==> config.mk <==
export PLATFORM = sky130hd
export DESIGN_NAME = cpu_mem_responder
export DESIGN_NICKNAME = d
export VERILOG_FILES = /design/src/rtl/cpu_mem_pkg.sv /design/src/rtl/mem_watchdog.sv /design/src/rtl/cpu_mem_responder.sv
export SDC_FILE = /design/constraint.sdc
export NUM_CORES = 1
export LEC_CHECK = 0
export CAP_MARGIN = 20
export CORE_AREA = 2 2 148 114
export CTS_BUF_LIST = sky130_fd_sc_hd__clkbuf_8
export CTS_CLUSTER_SIZE = 30
export DETAILED_ROUTE_END_ITERATION = 6
export DIE_AREA = 0 0 150 116
export PLACE_DENSITY = 0.81
export RECOVER_POWER = 25
export SYNTH_ARGS = -nofsm -noshare
export SYNTH_HDL_FRONTEND = slang
export SYNTH_HIERARCHICAL = 1
export SYNTH_SLANG_ARGS = --single-unit
==> constraint.sdc <==
create_clock -name clk -period 3.3 [get_ports clk]
set_input_delay 0.33 -clock clk [delete_from_list [all_inputs] [get_ports clk]]
set_output_delay 0.33 -clock clk [all_outputs]
set_load 0.03 [all_outputs]
==> src/rtl/cpu_mem_pkg.sv <==
`default_nettype none
// ============================================================================
// Module   : cpu_mem_pkg
// Purpose  : Shared types and constants for the CPU memory responder:
//            controller state encoding, data word width and the default
//            poison word returned on an aborted load.
// Revision : 1.0 - initial release
// ============================================================================
package cpu_mem_pkg;

    localparam int unsigned c_WORD_W = 32;
    localparam logic [31:0] c_POISON = 32'hDEAD_BEEF;

    // Controller states, explicitly encoded in two bits.
    typedef enum logic [1:0] {
        IDLE  = 2'd0,
        DATA  = 2'd1,
        FETCH = 2'd2
    } state_t;

endpackage
`default_nettype wire

==> src/rtl/mem_watchdog.sv <==
`default_nettype none
// ============================================================================
// Module   : mem_watchdog
// Purpose  : Counts stalled cycles of an outstanding backing-memory access and
//            flags the cycle in which the TIMEOUT-th stalled cycle is reached.
// Ports    : clk       in  clock
//            rst       in  synchronous active-high reset
//            i_clear   in  restart the count (held while the controller idles)
//            i_enable  in  current cycle is a stalled cycle (req & ~ack)
//            o_expire  out this stalled cycle is the TIMEOUT-th one
// Revision : 1.0 - initial release
// ============================================================================
module mem_watchdog #(
    parameter int unsigned TIMEOUT = 64
) (
    input  logic clk,
    input  logic rst,
    input  logic i_clear,
    input  logic i_enable,
    output logic o_expire
);

    localparam int unsigned c_CNT_W = $clog2(TIMEOUT);

    logic [c_CNT_W-1:0] r_count;

    always_ff @(posedge clk) begin
        if (rst || i_clear) begin
            r_count <= '0;
        end else if (i_enable) begin
            r_count <= r_count + c_CNT_W'(1);
        end
    end

    // r_count holds the stalled cycles already elapsed, so the TIMEOUT-th
    // stalled cycle is the one that sees TIMEOUT-1. The abort then lands on
    // the following edge, giving exactly TIMEOUT cycles of bmem_req.
    assign o_expire = i_enable && (r_count == c_CNT_W'(TIMEOUT - 1));

endmodule
`default_nettype wire

==> src/rtl/cpu_mem_responder.sv <==
`default_nettype none
// ============================================================================
// Module   : cpu_mem_responder
// Purpose  : Memory-controller end of the CPU memory interface. Serves the
//            instruction port and the data port from one single-ported,
//            variable-latency backing memory. Data accesses win over fetches,
//            a one-entry instruction buffer hides fetch latency on hits, and a
//            watchdog aborts accesses the backing memory never acknowledges.
// Ports    : clk            in   clock
//            rst            in   synchronous active-high reset
//            mem_instr_addr in   32  CPU fetch byte address
//            mem_instr_data out  32  buffered instruction (registered)
//            instr_vld      out  1   buffer holds mem_instr_addr's word
//            mem_addr       in   32  CPU data byte address
//            mem_wr_data    in   32  CPU store data
//            mem_wr, mem_rd in   1   store / load, held until mem_valid
//            mem_rd_data    out  32  load data (registered)
//            mem_valid      out  1   one-cycle completion pulse
//            bmem_req       out  1   backing request, held until ack/abort
//            bmem_we        out  1   backing write enable
//            bmem_addr      out  WADDR_W backing word address
//            bmem_wdata     out  32  backing write data
//            bmem_ack       in   1   backing completion, rdata valid with it
//            bmem_rdata     in   32  backing read data
//            timeout_err    out  1   sticky abort flag, cleared by rst only
// Revision : 1.0 - initial release
// ============================================================================
module cpu_mem_responder
    import cpu_mem_pkg::*;
#(
    parameter int unsigned          WADDR_W = 14,
    parameter int unsigned          TIMEOUT = 64,
    parameter logic [c_WORD_W-1:0]  POISON  = c_POISON
) (
    input  logic                clk,
    input  logic                rst,
    input  logic [31:0]         mem_instr_addr,
    output logic [31:0]         mem_instr_data,
    output logic                instr_vld,
    input  logic [31:0]         mem_addr,
    input  logic [31:0]         mem_wr_data,
    input  logic                mem_wr,
    input  logic                mem_rd,
    output logic [31:0]         mem_rd_data,
    output logic                mem_valid,
    output logic                bmem_req,
    output logic                bmem_we,
    output logic [WADDR_W-1:0]  bmem_addr,
    output logic [31:0]         bmem_wdata,
    input  logic                bmem_ack,
    input  logic [31:0]         bmem_rdata,
    output logic                timeout_err
);

    state_t r_state;
    state_t w_state_nxt;

    logic                r_bmem_req;
    logic                r_bmem_we;
    logic [WADDR_W-1:0]  r_bmem_addr;
    logic [31:0]         r_bmem_wdata;
    logic                r_mem_valid;
    logic [31:0]         r_mem_rd_data;
    logic [31:0]         r_ibuf_data;
    logic [29:0]         r_ibuf_tag;
    logic                r_tag_valid;
    logic [29:0]         r_fetch_tag;
    logic                r_timeout_err;

    logic                w_data_pend;
    logic                w_bmem_done;
    logic                w_wd_clear;
    logic                w_wd_enable;
    logic                w_wd_expire;
    logic                w_unused_addr;

    // A request still held high during its own mem_valid cycle has already
    // been served and must not start a second access.
    assign w_data_pend = (mem_wr || mem_rd) && !r_mem_valid;

    // Acks are only honoured while a request is outstanding; a late ack
    // after an abort is dropped.
    assign w_bmem_done = r_bmem_req && bmem_ack;

    assign instr_vld   = r_tag_valid && (r_ibuf_tag == mem_instr_addr[31:2]);

    assign w_wd_clear  = (r_state == IDLE);
    assign w_wd_enable = (r_state != IDLE) && r_bmem_req && !bmem_ack;

    // Byte-offset and above-window address bits do not select a word.
    assign w_unused_addr = ^{mem_addr[31:WADDR_W+2], mem_addr[1:0], mem_instr_addr[1:0]};

    mem_watchdog #(
        .TIMEOUT (TIMEOUT)
    ) u_watchdog (
        .clk      (clk),
        .rst      (rst),
        .i_clear  (w_wd_clear),
        .i_enable (w_wd_enable),
        .o_expire (w_wd_expire)
    );

    // ------------------------------------------------------------------
    // State register
    // ------------------------------------------------------------------
    always_ff @(posedge clk) begin
        if (rst) begin
            r_state <= IDLE;
        end else begin
            r_state <= w_state_nxt;
        end
    end

    // ------------------------------------------------------------------
    // Next-state logic: data before fetch, completion or abort returns home
    // ------------------------------------------------------------------
    always_comb begin
        w_state_nxt = r_state;
        case (r_state)
            IDLE: begin
                if (w_data_pend) begin
                    w_state_nxt = DATA;
                end else if (!instr_vld) begin
                    w_state_nxt = FETCH;
                end
            end
            DATA, FETCH: begin
                if (w_bmem_done || w_wd_expire) begin
                    w_state_nxt = IDLE;
                end
            end
            default: w_state_nxt = IDLE;
        endcase
    end

    // ------------------------------------------------------------------
    // Backing-memory port, CPU response and instruction buffer registers
    // ------------------------------------------------------------------
    always_ff @(posedge clk) begin
        if (rst) begin
            r_bmem_req    <= 1'b0;
            r_bmem_we     <= 1'b0;
            r_bmem_addr   <= '0;
            r_bmem_wdata  <= '0;
            r_mem_valid   <= 1'b0;
            r_mem_rd_data <= '0;
            r_ibuf_data   <= '0;
            r_ibuf_tag    <= '0;
            r_tag_valid   <= 1'b0;
            r_fetch_tag   <= '0;
            r_timeout_err <= 1'b0;
        end else begin
            r_mem_valid <= 1'b0;
            case (r_state)
                IDLE: begin
                    if (w_data_pend) begin
                        // Simultaneous wr and rd is treated as a store.
                        r_bmem_req   <= 1'b1;
                        r_bmem_we    <= mem_wr;
                        r_bmem_addr  <= mem_addr[WADDR_W+1:2];
                        r_bmem_wdata <= mem_wr_data;
                    end else if (!instr_vld) begin
                        // The buffer is invalid until this fetch lands, so an
                        // abort naturally leaves it invalid and forces a retry.
                        r_bmem_req  <= 1'b1;
                        r_bmem_we   <= 1'b0;
                        r_bmem_addr <= mem_instr_addr[WADDR_W+1:2];
                        r_fetch_tag <= mem_instr_addr[31:2];
                        r_tag_valid <= 1'b0;
                    end
                end
                DATA: begin
                    if (w_bmem_done) begin
                        r_bmem_req  <= 1'b0;
                        r_mem_valid <= 1'b1;
                        if (!r_bmem_we) begin
                            r_mem_rd_data <= bmem_rdata;
                        end
                    end else if (w_wd_expire) begin
                        // The CPU is still released so it cannot hang.
                        r_bmem_req    <= 1'b0;
                        r_mem_valid   <= 1'b1;
                        r_timeout_err <= 1'b1;
                        if (!r_bmem_we) begin
                            r_mem_rd_data <= POISON;
                        end
                    end
                end
                FETCH: begin
                    if (w_bmem_done) begin
                        // Tag is the address latched at fetch start, even if
                        // the CPU has since moved on.
                        r_bmem_req  <= 1'b0;
                        r_ibuf_data <= bmem_rdata;
                        r_ibuf_tag  <= r_fetch_tag;
                        r_tag_valid <= 1'b1;
                    end else if (w_wd_expire) begin
                        r_bmem_req    <= 1'b0;
                        r_timeout_err <= 1'b1;
                    end
                end
                default: r_bmem_req <= 1'b0;
            endcase
        end
    end

    assign bmem_req       = r_bmem_req;
    assign bmem_we        = r_bmem_we;
    assign bmem_addr      = r_bmem_addr;
    assign bmem_wdata     = r_bmem_wdata;
    assign mem_valid      = r_mem_valid;
    assign mem_rd_data    = r_mem_rd_data;
    assign mem_instr_data = r_ibuf_data;
    assign timeout_err    = r_timeout_err;

endmodule
`default_nettype wire

==> results.py <==
metrics = {
    "timing": {
        "setup_ws_ns": 0.295,
        "slew-limit-headroom": 0.0250,
        "min_period_ns": 3.00,
        "setup_viol": 0,
        "period_share": 0.910,
        "slew_viol_final": 0,
        "fin_skew_ns": 0.0148,
        "tightest_slew_ns": 1.46,
        "hold_viol_final": 0,
        "setup_tns_ns": 0,
        "fmax_ghz": 0.333,
        "grt_setup_unrepaired": "false",
        "holdWs_ns": 0.413,
    },
    "final_layout": {
        "final_cell_mix": "nand2_1, clkdlybuf4s50_1, dfxtp_1",
        "fillerInstances": 1392,
        "stdcell_count": 1318,
        "syn_to_final_growth_pct": 38.3,
        "drive_above_1_share": 0.0542,
        "diodes": 0,
        "final_area_um2": 10200,
        "layout.nets": 1232,
        "mostFrequentLayoutCell": "nand2_1",
    },
    "worst_hold_path": {
        "min_from": "rst",
        "hold_path_end": "mem_valid$_SDFF_PP0_",
        "hp-class": "input pin to register",
        "hold_depth": 2,
    },
    "synth": {
        "synth_nets": 1030,
        "synth_seq_cells": 183,
        "yosysUniqueCellTypes": 34,
        "synth_area_um2": 7350,
        "syn_inst": 893,
        "synth_edf_count": 0,
        "ys_seq_area_frac": 0.498,
        "synth_ff_type": "dfxtp_1",
        "async_flop_share": 0,
        "yosysWarnings": 6,
        "synth.avg_cell_area_um2": 8.23,
    },
    "detailed_routing": {
        "vias": 6696,
        "routed_wl_mm": 20.5,
        "dr.pass1.iters": 5,
        "drt_iter0_drc": 410,
        "antenna_left": 0,
        "drcViolationCount": 0,
        "viasPerCell": 5.08,
        "wl_per_cell_um": 15.6,
    },
    "worst_setup_path": {
        "crit_type": "input pin to primary output",
        "slowest_delay_ns": 0.69,
        "endpoint_kind": "primary output",
        "r2r-end": "r_state[0]$_SDFFE_PP0P_",
        "worst-path-max-fanout": 4,
        "start_kind": "input pin",
        "cp_cell_sequence": "clkdlybuf4s50_1 -> xnor2_1 -> nand4_1 -> or4_4 -> nor2_1 -> clkdlybuf4s50_1",
        "worst_path_max_delay_cell": "clkdlybuf4s50_1",
        "required_ns": 2.97,
        "r2r_start": "r_state[0]$_SDFFE_PP0P_",
        "critPathArrivalTime_ns": 2.67,
        "r2r_slack_ns": 0.56,
        "crit_top_cell": "clkdlybuf4s50_1",
        "reg2reg_depth": 8,
    },
    "floorplanning": {
        "core-area_um2": 15800,
        "core.rowCount": 40,
        "die_w_um": 150,
        "die_h_um": 116,
        "io-pin-count": 248,
        "start_util": 0.465,
        "die-area_um2": 17400,
    },
    "clock_network": {
        "cts_buffer_depth": 2,
        "root_buffer": "clkbuf_8",
        "cts_buffers": 17,
        "cts.clk_slew.worst_paths_ns": 0.09,
        "cts_hold_buf": 0,
        "cts_tree": "done",
        "cts-htree-levels": 4,
        "postCtsSetupBuffers": 0,
        "clk_latency_ns": 0.46,
        "cts_resized": 0,
        "cts_sinks": 183,
    },
    "job": {
        "max_cap_viol_count": 0,
    },
    "global_route": {
        "grt_max_degree": 144,
        "grt_pass1_wl_mm": 31.6,
        "grt_pass1_vias": 6129,
        "grt_remaining_overflow": 0,
        "antenna_found_initial": 0,
        "grt_usage": 0.231,
    },
    "power_and_ir_drop": {
        "p_leak_nw": 3.57,
        "ir_worst_vdd_mv": 0.302,
        "pwr_density_cell_nw_per_um2": 630,
    },
    "placement": {
        "place_ws_ns": 0.320,
        "placed_cell_area_um2": 9830,
        "hpwl_mm": 14.2,
        "io_buffers": 227,
        "routabilityCongestion": 0.797,
        "dp.cells": 1286,
    },
    "run_status": {
        "status": "completed",
    },
}
[cell usage after synthesis (2+ instances only)]
cell	count	area, um2
mux2i_1	32	320
nor4_2	2	25.0
o21ai_0	3	15.0
xnor2_1	31	272
or2_2	3	18.8
and3_1	14	87.6
clkbuf_1	57	214
nand4_1	11	68.8
nor2_1	40	150
a21oi_1	109	546
nor3_1	48	240
a221oi_1	14	123
nand2b_1	58	363
nand2_1	233	875
buf_2	4	20.0
dfxtp_1	183	3660
xor2_1	3	26.3
nand3_1	10	50.1
or4_4	2	22.5
ha_1	4	50.1
inv_1	18	67.6
or2b_1	2	15.0
[worst max path at each step]
stage / start / end / slack [ns] / depth (start not counted)
after floorplan: r_state[0]$_SDFFE_PP0P_ / mem_rd_data[12]$_SDFFE_PP0P_ / 0.65 / 14
after detailed placement: mem_instr_addr[10] / instr_vld / 0.32 / 6
after global routing: mem_instr_addr[9] / instr_vld / 0.19 / 6
final: mem_instr_addr[10] / instr_vld / 0.30 / 6
after global placement: mem_instr_addr[9] / instr_vld / 0.32 / 6
after CTS: mem_instr_addr[10] / instr_vld / 0.30 / 6
[area by class of cell]
| cell class | count | area, um2 | share of cell area |
|---|---|---|---|
| clock buffer | 18 | 248 | 0.0244 |
| sequential | 183 | 3660 | 0.360 |
| clock inverter | 14 | 111 | 0.0110 |
| tap | 210 | 263 | 0.0258 |
| inverter | 18 | 67.6 | 0.00665 |
| timing repair buffer | 246 | 2430 | 0.239 |
| multi-input combinational | 629 | 3380 | 0.333 |
[sequential cells by signal, summed over array words and instances (netlist names)]
signal              count
bmem_we                 1
u_watchdog/r_count      6
r_tag_valid             1
r_state                 2
mem_rd_data            32
bmem_req                1
r_fetch_tag            30
bmem_wdata             32
r_ibuf_tag             30
mem_instr_data         32
timeout_err             1
bmem_addr              14
mem_valid               1
[layer usage]
| layer | wire [um] | up-vias | GRT usage |
|---|---|---|---|
| li1 | - | 3344 | - |
| met4 | 250 | 0 | 0.0660 |
| met1 | 9060 | 3097 | 0.305 |
| met5 | 0 | - | 0 |
| met3 | 1950 | 21 | 0.0941 |
| met2 | 9250 | 234 | 0.350 |
[metrics by stage]
step / power (W) / util
after floorplan: 0.00417 / -
after global placement: 0.00506 / 0.621
after detailed placement: 0.00510 / 0.621
after CTS: 0.00649 / 0.644
after global routing: 0.00677 / 0.643
final: 0.00641 / 0.643
[power by group]
part           switching [W]  internal, W
logic                0.00141     0.000932
clock network       0.000787     0.000610
registers           0.000160      0.00251
[critical path: cells and delay by family]
kind,cells,cell delay [ns]
buffers and inverters,2,1.15
AND/OR/NAND/NOR,3,0.92
XOR/XNOR,1,0.26
[kinds of logic after synthesis]
group	share of synthesized area
compound gates	0.102
xor+xnor	0.0405
fa+ha+maj	0.00681
buf+inv	0.0436
flops	0.498
mux	0.0436
simple gates	0.265
(Power assumes the default switching activity.)
